==> src/rtl/prog_loader.sv <==
// Boot-time program loader: parses a framed byte stream into 32-bit words,
// writes them to instruction memory and holds the core until a verified load.
module prog_loader #(
    parameter int unsigned ADDR_W = 8
) (
    input  logic              Clock,
    input  logic              Reset,
    input  logic              start,
    input  logic              rx_valid,
    input  logic [7:0]        rx_data,
    output logic              rx_ready,
    output logic              imem_we,
    output logic [ADDR_W-1:0] imem_addr,
    output logic [31:0]       imem_wdata,
    output logic              core_hold,
    output logic              done,
    output logic              error
);

    typedef enum logic [2:0] {
        S_IDLE,
        S_HDR_HI,
        S_HDR_LO,
        S_DATA,
        S_CSUM,
        S_DONE,
        S_ERROR
    } state_t;

    localparam logic [16:0] CAP = 17'(2 ** ADDR_W);

    state_t              r_state;
    logic                r_rx_ready;
    logic                r_we;
    logic [ADDR_W-1:0]   r_addr;
    logic [ADDR_W-1:0]   r_last;
    logic [31:0]         r_wdata;
    logic [23:0]         r_asm;
    logic [7:0]          r_cnt_hi;
    logic [7:0]          r_sum;
    logic [1:0]          r_byte;
    logic                r_hold;
    logic                r_done;
    logic                r_err;

    logic                w_acc;
    logic [15:0]         w_n;
    logic [31:0]         w_word;

    assign w_acc  = rx_valid && r_rx_ready;
    assign w_n    = {r_cnt_hi, rx_data};
    assign w_word = {r_asm, rx_data};

    always_ff @(posedge Clock or negedge Reset) begin
        if (!Reset) begin
            r_state    <= S_IDLE;
            r_rx_ready <= 1'b0;
            r_we       <= 1'b0;
            r_addr     <= '0;
            r_last     <= '0;
            r_wdata    <= '0;
            r_asm      <= '0;
            r_cnt_hi   <= '0;
            r_sum      <= '0;
            r_byte     <= '0;
            r_hold     <= 1'b1;
            r_done     <= 1'b0;
            r_err      <= 1'b0;
        end else begin
            r_we <= 1'b0;
            // Address advances on the edge that closes the write cycle.
            if (r_we) r_addr <= r_addr + ADDR_W'(1);
            case (r_state)
                S_IDLE, S_DONE, S_ERROR: begin
                    if (start) begin
                        r_state    <= S_HDR_HI;
                        r_rx_ready <= 1'b1;
                        r_done     <= 1'b0;
                        r_err      <= 1'b0;
                        r_hold     <= 1'b1;
                        r_addr     <= '0;
                        r_byte     <= '0;
                        r_sum      <= '0;
                    end
                end
                S_HDR_HI: begin
                    if (w_acc) begin
                        r_cnt_hi <= rx_data;
                        r_state  <= S_HDR_LO;
                    end
                end
                S_HDR_LO: begin
                    if (w_acc) begin
                        if (w_n == 16'd0 || {1'b0, w_n} > CAP) begin
                            r_state    <= S_ERROR;
                            r_rx_ready <= 1'b0;
                            r_err      <= 1'b1;
                        end else begin
                            r_last  <= ADDR_W'(w_n - 16'd1);
                            r_state <= S_DATA;
                        end
                    end
                end
                S_DATA: begin
                    if (w_acc) begin
                        r_asm  <= {r_asm[15:0], rx_data};
                        r_sum  <= r_sum + rx_data;
                        r_byte <= r_byte + 2'd1;
                        if (r_byte == 2'd3) begin
                            r_wdata <= w_word;
                            r_we    <= 1'b1;
                            // r_addr already holds this word's index: the
                            // previous increment landed at least 3 cycles ago.
                            if (r_addr == r_last) r_state <= S_CSUM;
                        end
                    end
                end
                S_CSUM: begin
                    if (w_acc) begin
                        r_rx_ready <= 1'b0;
                        if (rx_data == r_sum) begin
                            r_state <= S_DONE;
                            r_done  <= 1'b1;
                            r_hold  <= 1'b0;
                        end else begin
                            r_state <= S_ERROR;
                            r_err   <= 1'b1;
                        end
                    end
                end
                default: begin
                    r_state    <= S_IDLE;
                    r_rx_ready <= 1'b0;
                    r_hold     <= 1'b1;
                end
            endcase
        end
    end

    assign rx_ready   = r_rx_ready;
    assign imem_we    = r_we;
    assign imem_addr  = r_addr;
    assign imem_wdata = r_wdata;
    assign core_hold  = r_hold;
    assign done       = r_done;
    assign error      = r_err;

endmodule

==> config.mk <==
export PLATFORM = sky130hd
export DESIGN_NAME = prog_loader
export DESIGN_NICKNAME = d
export VERILOG_FILES = /design/src/rtl/prog_loader.sv
export SDC_FILE = /design/constraint.sdc
export NUM_CORES = 1
export LEC_CHECK = 0
export ABC_AREA = 1
export BUFFER_PORTS_ARGS = -buffer_cell sky130_fd_sc_hd__buf_2
export CORE_ASPECT_RATIO = 0.5
export CORE_MARGIN = 5
export CORE_UTILIZATION = 52
export DETAILED_ROUTE_END_ITERATION = 7
export PLACE_DENSITY = 0.78
export SLEW_MARGIN = 15
export SYNTH_ARGS = -nofsm -noshare
export SYNTH_HDL_FRONTEND = slang
export SYNTH_SLANG_ARGS = --single-unit
==> constraint.sdc <==
create_clock -name Clock -period 1.83 [get_ports Clock]
set_input_delay 0.0915 -clock Clock [delete_from_list [all_inputs] [get_ports Clock]]
set_output_delay 0.0915 -clock Clock [all_outputs]
set_load 0.01 [all_outputs]
## Word-level counts from Yosys, hierarchy flattened

Index checks and enable logic that the tools add are counted.

- Order comparisons: 1
- $add $sub $neg: 4
- Shift-type cells: 0
- Bitwise operators: 3
- Reduce and logical (&&, ||, !) cells: 20
- Equality and inequality tests: 19
- Multiplexer cells: 39
- Div/mod/pow operators: 0
- Multipliers: 0

Operators by type and width:

| kind | count |
|---|---|
| two-way mux 8 bit | 5 |
| two-way mux 3 bit | 8 |
| inequality test 2 bit (second input constant) | 10 |
| == test 8 bit | 2 |
| greater-than comparator 16 x 9 -> 1 bit (second input constant) | 1 |
| zero test 16 bit | 1 |
| two-way mux 1 bit | 16 |
| case mux 8 bit (2 select lines) | 1 |
| case mux 3 bit (5 select lines) | 1 |
| == test 3 bit (second input constant) | 3 |
| AND reduction 3 bit | 3 |
| adder 8 x 1 -> 8 bit (second input constant) | 1 |
| adder 8 bit | 1 |
| AND reduction 4 bit | 2 |
| subtractor 8 x 1 -> 8 bit (second input constant) | 1 |
| AND reduction 7 bit | 1 |
| == test 3 x 2 -> 1 bit (second input constant) | 2 |
| two-way mux 2 bit | 3 |
| case mux 1 bit (3 select lines) | 2 |
| AND reduction 6 bit | 1 |
| OR reduction 3 bit | 2 |
| AND reduction 5 bit | 1 |
| case mux 1 bit (4 select lines) | 1 |
| case mux 2 bit (2 select lines) | 1 |
| 12 further kinds | 16 |

- Logic and storage cells: 99
- Flip-flop bits (word level): 98
- Input bits: 12
- RAM bits: 0
- Memories kept: 0
- Latch bits: 0
- ROM bits: 0
- Output and inout bits: 45

## Logic depth before layout (Yosys ltp)

Gate-level depths: netlist (run 1).

- Word-level depth: 5
- Gate-level depth with buffers: 11
- Depth with buffers taken out: 11

## Worst setup path after synthesis (run 1)

OpenSTA, ideal clock, no wires.

- Path type: reg-to-reg
- Start: reg r_sum[0]
- End: reg r_sum[4]
- Stages on the path, launching flop included: 10
- Setup time: 0.117 ns
- Arrival: 1.627 ns
- Buffers on the path: 0
- Slack: 0.085 ns
- Data required time: 1.713 ns
- Period minus slack after synthesis: 1.745 ns
- Cells stage by stage: dfrtp_1 -> ha_1 -> fa_1 -> nand2_1 -> inv_1 -> o21ai_0 -> nand2_1 -> or2_2 -> nand3_1 -> nand2_1

- Word-level cells in the longest chain between the ends: 3

Ends and longest elaborated chain:

| what | line | RTL |
|---|---|---|
| start, declared | 40 | `logic [7:0] r_sum;` |
| start signal, assigned | 107 | `r_sum <= r_sum + rx_data;` |
| adder 8 bit | 107 |  |
| two-way mux 8 bit | 105 | `if (w_acc) begin` |
| case mux 8 bit (2 select lines) | 73 | `case (r_state)` |

Every way passes these cells. The select of a mux whose other input is x is not followed.
A chain may end at the register's enable or synchronous reset.

## Worst setup path in the final report (run 1)

Same ends and word-level chain as after synthesis.

==> results of run 1 <==
where the power goes:
part	total (mW)	switching [mW]	internal, mW
Clock	1.99	0.797	1.20
Sequential	3.12	0.371	2.75
Combinational	2.05	1.30	0.743
Total	7.16	2.47	4.69
logic make-up after synthesis:
| family | after synthesis |
|---|---|
| and+or+nand+nor | 242 |
| DFF | 98 |
| buffers and inverters | 97 |
| AOI/OAI and AO/OA | 94 |
| xor gates and xnor gates | 15 |
| adders and majority gates | 11 |
through the flow:
step / hold WS [ns] / power (mW) / utilization
after floorplan: -0.204 / 4.55 / -
after global placement: 0.0418 / 5.07 / 0.589
after detailed placement: 0.0448 / 5.15 / 0.589
after CTS: 0.0703 / 7.19 / 0.626
after global routing: 0.0766 / 7.71 / 0.627
final: 0.0810 / 7.16 / 0.627
state kept, by name, summed over array words and instances, names as in the netlist:
name and cells:
core_hold 1, done 1, error 1, imem_addr 8, imem_wdata 32, imem_we 1
r_asm 24, r_byte 2, r_cnt_hi 8, r_last 8, r_state 3, r_sum 8
rx_ready 1
area by class of cell:
cell class / count / area, µm²
fillers: 721 / 3270
clock buffers: 11 / 233
flip-flops and latches: 98 / 2450
repair buffers: 72 / 447
well taps: 117 / 146
inverters: 83 / 312
multi-input cells: 362 / 1830
clock inverters: 4 / 76.3
synth_stat cells (2+ instances only):
master	instances
a21oi_1	9
buf_2	2
buf_4	3
buf_6	6
clkbuf_1	3
dfrtp_1	97
ha_1	10
inv_1	80
inv_2	3
nand2_1	172
nand2_2	2
nand3_1	25
nand4_1	5
nor2_1	29
nor3_1	3
o21ai_0	50
o21ai_1	12
o21ai_2	18
xnor2_1	4
xor2_1	11
how the worst min path moves through the flow:
| stage | startpoint | end | slack, ns | depth (start not counted) |
|---|---|---|---|---|
| after floorplan | Reset | done | -0.20 | 0 |
| after global placement | Reset | imem_wdata[29] | 0.04 | 1 |
| after detailed placement | Reset | imem_wdata[29] | 0.04 | 1 |
| after CTS | rx_data[3] | r_asm[3] | 0.07 | 3 |
| after global routing | rx_data[3] | r_asm[3] | 0.08 | 3 |
| final | rx_data[3] | r_asm[3] | 0.08 | 3 |
worst max-delay path, stage by stage (launching register included):
cell and delay (ns):
dfrtp_1 0.39, ha_2 0.19, fa_2 0.34, nand2_1 0.06, inv_1 0.05, o21ai_1 0.11
nand2_1 0.07, or2_2 0.27, nand3_1 0.08, nand2_1 0.05
routing by layer:
layer / up-vias / part of all wire / track usage
li1: 1886 / - / -
met1: 1761 / 0.48 / 0.285
met2: 89 / 0.44 / 0.282
met3: 18 / 0.062 / 0.0547
met4: 0 / 0.021 / 0.0717
met5: - / 0 / 0
repair_timing:
item                                    4_1_cts  5_1_grt
resized for setup                             0        5
endpoints found under the setup margin        0        7
setup buffers                                 0        0
endpoints found under the hold margin        27        0
hold buffers                                  1        0
layout by cell type (no fill, tap or decap):
cell type / n
buf_6: 1
nand2_2: 2
nand3_2: 1
inv_6: 1
bufinv_16: 2
fa_2: 1
or2_2: 1
nor2_4: 1
o21ai_2: 18
clkbuf_1: 2
a21oi_1: 9
nand2_4: 1
nand3_1: 25
buf_2: 55
ha_2: 1
nand4_1: 5
dlygate4sd3_1: 1
inv_2: 3
a21boi_0: 1
buf_4: 12
o21ai_0: 49
a211oi_1: 1
dfrtp_1: 97
nor3_1: 3
o21ai_1: 13
ha_1: 9
nor2_1: 28
a21o_1: 1
nand2_1: 172
a22o_1: 1
dfstp_2: 1
clkbuf_16: 9
a22oi_1: 1
inv_1: 80
buf_12: 3
nand4_2: 1
clkinvlp_4: 1
xnor2_1: 4
nor2_2: 2
xor2_1: 11
==> impl_metrics.json, run 1 <==
{
  "setup_viol": 0,
  "min_period_ns": 1.71,
  "postSynthCellCount": 557,
  "ir_drop_mv": 0.727,
  "start_util": 0.536,
  "seq_area_frac_synth": 0.522,
  "fin_nets": 649,
  "grt_max_degree": 48,
  "cts_buffers": 9,
  "synth_area_um2": 4700,
  "io_pins": 57,
  "die_h_um": 77.2,
  "worstMarginPinSlew_ns": 0.396,
  "drv_slew": 0,
  "synth_nets": 580,
  "p_leak_nw": 2.99,
  "r2r_end": "r_sum[4]",
  "crit_fanout": 2,
  "core_region_area_um2": 8770,
  "wire_per_inst_um": 13.7,
  "cp-start-kind": "flip-flop",
  "fmax_mhz": 586,
  "dpl_cell_area_um2": 5170,
  "clk_latency_ns": 0.34,
  "cp_data_arrival_time_ns": 1.94,
  "synth-simple-area-share": 0.212,
  "synth_mux_area_frac": 0,
  "reg2reg_setup_slack_ns": 0.12,
  "finalWirelength_um": 10200,
  "grt_pass1_wl_um": 17300,
  "ant_nets": 0,
  "synth_edf_count": 0,
  "layout.cells.non_filler": 747,
  "place_inst": 731,
  "die_w_um": 144,
  "synth_top_cell_by_area": "dfrtp_1",
  "p_per_area_nw_per_um2": 1300,
  "r2r_start": "r_sum[0]",
  "gp_congestion": 0.876,
  "finalInstanceArea_um2": 5500,
  "viasPerCell": 5.03,
  "clkTransAtPathRegs_ns": 0.06,
  "grt.overflow.total": 0,
  "drcViolationCount": 0,
  "area_growth_pct": 17.0,
  "synth.area.top_cells": "dfrtp_1 (52%), nand2_1 (14%), inv_1 (6.4%), o21ai_0 (5.3%), o21ai_2 (3.4%)",
  "grtUsageTotal": 0.197,
  "synth_warnings": 0,
  "required_ns": 2.06,
  "ff2ff_path_depth": 9,
  "hp-class": "input port to flip-flop",
  "first_pass_iters": 5,
  "synth_top_area_frac": 0.516,
  "synth_top_flop_cell": "dfrtp_1",
  "dp_slack_ns": 0.0242,
  "cts_tree": "built",
  "crit_path_end_kind": "flip-flop",
  "async_reset_ff_frac": 1.00,
  "grt_pass1_vias": 3574,
  "die_area_um2": 11200,
  "synthXorXnorAreaFrac": 0.0279,
  "drt_iter0_drc": 314,
  "n_antenna_cell": 0,
  "hold_violations": 0,
  "synth_fa_ha_area_frac": 0.0309,
  "max_cap_viol_count": 0,
  "ys_seq_elements": 98,
  "vias": 3754,
  "cts_buffer_depth": 2,
  "ys_types": 33,
  "fin_skew_ns": 0.00542,
  "h-tree-depth": 3,
  "syn_avg_cell_area_um2": 8.44,
  "synth-compound-area-share": 0.117,
  "status": "finished clean",
  "cts_root_buf": "clkbuf_16",
  "port_buffers": 56,
  "rsz0062_at_grt": "no",
  "cts.sinks": 98,
  "relSlewSlack": 0.734,
  "rows": 24,
  "timing.final.crit_share": 0.932,
  "crit_start": "r_sum[0]",
  "synth_top_family_by_area": "simple AND/OR/NAND/NOR gates",
  "finalSetupTns_ns": 0,
  "dpl.hpwl_um": 7140,
  "antenna_found_initial": 0,
  "setup_ws_ns": 0.124,
  "drive_gt1_frac": 0.186,
  "critPathKind": "flip-flop to flip-flop",
  "timing.critical_path.to": "r_sum[4]"
}
No activity file was read; power rests on OpenSTA's default activity.
==> run 2: changes to the inputs <==
--- a/config.mk
+++ b/config.mk
@@ -12,6 +12,7 @@
 export CORE_UTILIZATION = 52
 export DETAILED_ROUTE_END_ITERATION = 7
 export PLACE_DENSITY = 0.78
+export SETUP_SLACK_MARGIN = 0.4
 export SLEW_MARGIN = 15
 export SYNTH_ARGS = -nofsm -noshare
 export SYNTH_HDL_FRONTEND = slang
==> impl_metrics.json, run 2 (synthesized netlist as in run 1, its figures left out) <==
{
  "status": "finished clean",
  "crit_path_end_kind": "flip-flop",
  "h-tree-depth": 3,
  "fillCellCount": 499,
  "die_h_um": 77.2,
  "port_buffers": 56,
  "place_inst": 730,
  "gp_congestion": 0.913,
  "fin_skew_ns": 0.00972,
  "hp-class": "input port to flip-flop",
  "worstPathCellList": "ha_2 -> fa_2 -> nand2_1 -> inv_1 -> o21ai_1 -> nand2_1 -> or2_4 -> nand3_2 -> nand2_1",
  "cts_tree": "built",
  "area_growth_pct": 41.0,
  "grt.overflow.total": 0,
  "ir_drop_mv": 0.725,
  "cpPeakStageDelay_ns": 0.39,
  "hold_violations": 0,
  "fin_util": 0.756,
  "viasPerCell": 5.72,
  "crit_fanout": 2,
  "rows": 24,
  "die_w_um": 144,
  "max_cap_viol_count": 0,
  "clkTransAtPathRegs_ns": 0.08,
  "timing.final.crit_share": 0.957,
  "setup_ws_ns": 0.0784,
  "rsz0062_at_grt": "yes",
  "register_area_um2": 2460,
  "critical_path.top_delay_family": "adder cells",
  "min_period_ns": 1.75,
  "p_per_area_nw_per_um2": 1250,
  "ant_nets": 0,
  "final_common_cell": "nand2_1",
  "dp_slack_ns": 0.0931,
  "cp-start-kind": "flip-flop",
  "wire_per_inst_um": 19.1,
  "die_area_um2": 11200,
  "clk_latency_ns": 0.36,
  "multi_input_area_um2": 2430,
  "reg2reg_setup_slack_ns": 0.08,
  "core_region_area_um2": 8770,
  "n_antenna_cell": 0,
  "start_util": 0.536,
  "drv_slew": 0,
  "layout.cells.non_filler": 789,
  "cpMostUsedCell": "nand2_1",
  "grt_max_degree": 63,
  "cts_buffer_depth": 2,
  "setup_viol": 0,
  "slowest_stage": "dfrtp_1",
  "grt_pass1_vias": 3865,
  "p_leak_nw": 3.42,
  "required_ns": 2.08,
  "drt_iter0_drc": 481,
  "finalWirelength_um": 15100,
  "cts.sinks": 98,
  "largest_register_ffs": 32,
  "io_pins": 57,
  "drive_gt1_frac": 0.393,
  "layout_common_cells": "nand2_1 (120), dfrtp_1 (92), inv_1 (75)",
  "relSlewSlack": 0.590,
  "fmax_mhz": 571,
  "grtUsageTotal": 0.208,
  "fin_nets": 690,
  "finalPower_mw": 8.31,
  "dpl.hpwl_um": 7080,
  "drcViolationCount": 0,
  "cts_buffers": 9,
  "antenna_found_initial": 0,
  "critPathKind": "flip-flop to flip-flop",
  "cp_data_arrival_time_ns": 2.01,
  "vias": 4510,
  "path_buf_inv": 1,
  "worstMarginPinSlew_ns": 0.615,
  "grt_pass1_wl_um": 18300,
  "cts_root_buf": "clkbuf_16",
  "first_pass_iters": 8
}
## run 2: cell types whose count changed in the layout (fill, tap and decap cells not counted), moves of 7 or more
| cell | before | now |
|---|---|---|
| buf_6 | 1 | 9 |
| ha_4 | 0 | 7 |
| nand2_4 | 1 | 31 |
| o21ai_0 | 49 | 24 |
| buf_4 | 12 | 32 |
| o21ai_2 | 18 | 37 |
| nand2_2 | 2 | 22 |
| nand2_1 | 172 | 120 |
| clkbuf_16 | 9 | 17 |
| ha_1 | 9 | 2 |
## run 2: cell type report
| class | count | share of cell area |
|---|---|---|
| Sequential cell | 98 | 0.371 |
| Tap cell | 117 | 0.0221 |
| Clock buffer | 10 | 0.0361 |
| Timing Repair inverter | 1 | 0.00170 |
| Multi-Input combinational cell | 363 | 0.367 |
| Clock inverter | 6 | 0.00755 |
| Timing Repair Buffer | 111 | 0.143 |
| Inverter | 83 | 0.0512 |
## run 2: worst register-to-register path, stage by stage (launching register included)
cell and delay, ns:
dfrtp_1 0.39, ha_2 0.21, fa_2 0.36, nand2_1 0.06
inv_1 0.05, o21ai_1 0.13, nand2_1 0.10, or2_4 0.23
nand3_2 0.07, nand2_1 0.05
## run 2: per-layer routing
layer / vias up / share of wire / GRT usage
met5: - / 0 / 0
li1: 1984 / - / -
met1: 2179 / 0.40 / 0.280
met2: 273 / 0.47 / 0.318
met3: 74 / 0.096 / 0.0634
met4: 0 / 0.042 / 0.0754
## run 2: metrics by stage
stage               hold WS [ns]  TNS [ns]  instance area (µm²)
floorplan                 -0.204         0                 4710
global placement           0.136         0                 5160
detailed placement         0.140         0                 5160
CTS                       0.0315         0                 5720
global route              0.0450   -0.0218                 6630
finish                    0.0565         0                 6630
## run 2: worst paths after layout
kind	startpoint	end	cells past startpoint
setup reg to reg	r_sum[0]	r_sum[4]	9
hold / removal	rx_data[0]	r_asm[0]	3
hold reg to reg	core_hold	core_hold	2
setup / recovery	r_sum[0]	r_sum[4]	9
max in group asynchronous	Reset	r_sum[5]	3
min in group asynchronous	Reset	imem_wdata[28]	2
## run 2: report_power, final
| group | internal, mW | switching (mW) |
|---|---|---|
| Clock | 0.976 | 0.894 |
| Combinational | 1.28 | 1.91 |
| Sequential | 2.75 | 0.501 |
## run 2: timing repair
action,CTS,global route
hold endpoints to repair,40,0
buffers inserted,11,15
hold buffers,1,0
setup endpoints to repair,85,97
cloned,0,16
pin swaps,15,12
gates resized for setup,38,163
==> run 3: changes to the inputs <==
--- a/config.mk
+++ b/config.mk
@@ -7,11 +7,11 @@
 export LEC_CHECK = 0
 export ABC_AREA = 1
 export BUFFER_PORTS_ARGS = -buffer_cell sky130_fd_sc_hd__buf_2
-export CORE_ASPECT_RATIO = 0.5
+export CORE_ASPECT_RATIO = 0.6
 export CORE_MARGIN = 5
 export CORE_UTILIZATION = 52
 export DETAILED_ROUTE_END_ITERATION = 7
-export PLACE_DENSITY = 0.78
+export PLACE_DENSITY = 0.75
 export SETUP_SLACK_MARGIN = 0.4
 export SLEW_MARGIN = 15
 export SYNTH_ARGS = -nofsm -noshare
==> impl_metrics.json, run 3 (synthesized netlist as in run 1, its figures left out) <==
{
  "grt_max_degree": 47,
  "dp_slack_ns": 0.0660,
  "hp-class": "input port to flip-flop",
  "place_inst": 721,
  "antenna_found_initial": 1,
  "r2r_end": "r_sum[4]",
  "h-tree-depth": 3,
  "layout.cells.non_filler": 781,
  "largest_register_ffs": 32,
  "min_to": "r_last[0]",
  "port_buffers": 56,
  "drcViolationCount": 0,
  "die_w_um": 133,
  "fin_nets": 687,
  "critPathKind": "flip-flop to flip-flop",
  "rsz0062_at_grt": "yes",
  "ff2ff_path_depth": 9,
  "drive_gt1_frac": 0.456,
  "io_pins": 57,
  "path_buf_inv": 1,
  "r2r_start": "r_sum[0]",
  "area_growth_pct": 47.2,
  "grt_pass1_vias": 4154,
  "fillCellCount": 431,
  "hold_violations": 0,
  "p_leak_nw": 3.50,
  "hold_start": "rx_data[0]",
  "vias": 4906,
  "first_pass_iters": 7,
  "crit_path_end_kind": "flip-flop",
  "critical_path.top_delay_family": "adder cells",
  "drt_iter0_drc": 929,
  "viasPerCell": 6.28,
  "finalSetupTns_ns": -0.204,
  "min_period_ns": 2.03,
  "reg2reg_setup_slack_ns": -0.20,
  "gp_congestion": 0.941,
  "die_area_um2": 11100,
  "cp_data_arrival_time_ns": 2.33,
  "drv_slew": 0,
  "wire_per_inst_um": 24.2,
  "cp-start-kind": "flip-flop",
  "worst_hold_path.num_cells": 2,
  "die_h_um": 83.6,
  "finalWirelength_um": 18900,
  "n_antenna_cell": 0,
  "clkTransAtPathRegs_ns": 0.08,
  "ir_drop_mv": 0.849,
  "crit_fanout": 2,
  "p_per_area_nw_per_um2": 1350,
  "cts_buffers": 9,
  "timing.final.crit_share": 1.11,
  "cts_tree": "built",
  "fin_skew_ns": 0.0185,
  "rows": 26,
  "dpl.hpwl_um": 7660,
  "finalInstanceArea_um2": 6920,
  "setup_ws_ns": -0.204,
  "required_ns": 2.13,
  "layout_common_cells": "nand2_1 (99), dfrtp_1 (94), inv_1 (68)",
  "whs_ns": 0.0692,
  "slowest_stage": "dfrtp_1",
  "violations": "negative setup slack",
  "cpMostUsedCell": "nand2_2",
  "grt_pass1_wl_um": 21600,
  "worstMarginPinSlew_ns": 0.474,
  "multi_input_area_um2": 2640,
  "dpl_cell_area_um2": 5140,
  "final_common_cell": "nand2_1",
  "cpPeakStageDelay_ns": 0.39,
  "grtUsageTotal": 0.246,
  "core_region_area_um2": 8650,
  "register_area_um2": 2460,
  "start_util": 0.543,
  "clk_latency_ns": 0.36,
  "cts_buffer_depth": 2,
  "max_cap_viol_count": 0,
  "worstPathCellList": "ha_2 -> fa_2 -> nand2_2 -> inv_2 -> o21ai_2 -> nand2_2 -> a21oi_1 -> nand3_2 -> nand2_1",
  "ant_nets": 0,
  "fmax_mhz": 492,
  "cts.sinks": 98,
  "grt.overflow.total": 0,
  "fin_util": 0.799,
  "setup_viol": 1,
  "status": "finished with violations",
  "finalPower_mw": 9.37,
  "relSlewSlack": 0.684,
  "cts_root_buf": "clkbuf_16"
}
run 3: report_power, final:
part	internal, mW	switching (mW)
clock network	1.14	0.942
logic	1.51	2.43
registers	2.75	0.596
run 3: worst max-delay path by stage:
stage / from / to / slack (ns) / cells past startpoint
2_1_floorplan: r_sum[0] / r_sum[4] / 0.16 / 9
3_3_place_gp: r_sum[0] / r_sum[4] / 0.12 / 9
3_5_place_dp: r_sum[0] / r_sum[4] / 0.07 / 9
4_1_cts: r_sum[0] / r_sum[4] / 0.12 / 9
5_1_grt: r_sum[0] / r_sum[4] / -0.18 / 9
6_report: r_sum[0] / r_sum[4] / -0.20 / 9
run 3: final cells by class:
| class | count | share of cell area |
|---|---|---|
| clock buffer | 11 | 0.0365 |
| clock inverter | 5 | 0.00868 |
| inverter | 83 | 0.0488 |
| multi-input combinational | 363 | 0.382 |
| sequential | 98 | 0.355 |
| tap | 112 | 0.0203 |
| timing repair buffer | 109 | 0.149 |
run 3: timing repair:
item | in CTS | in global routing
setup endpoints to repair | 82 | 88
endpoints found under the hold margin | 33 | 0
gates cloned | 5 | 10
buffers inserted | 23 | 5
pin swaps | 33 | 36
gates resized for setup | 65 | 211
hold buffers | 1 | 0
run 3: worst register-to-register path, delay by kind of cell (launching register included):
kind	cells	cell delay [ns]
AO/OA/AOI/OAI	2	0.44
AND/OR/NAND/NOR	4	0.51
adder cells (fa/ha/maj)	2	0.58
flip-flops	1	0.39
buffers and inverters	1	0.06
run 3: layer usage:
layer  part of all wire  up-vias  global-route usage
li1                   -     1980                   -
met5            0.00069        -                   0
met2               0.43      486               0.369
met3               0.14      143              0.0705
met4              0.070        2              0.0802
met1               0.36     2295               0.344
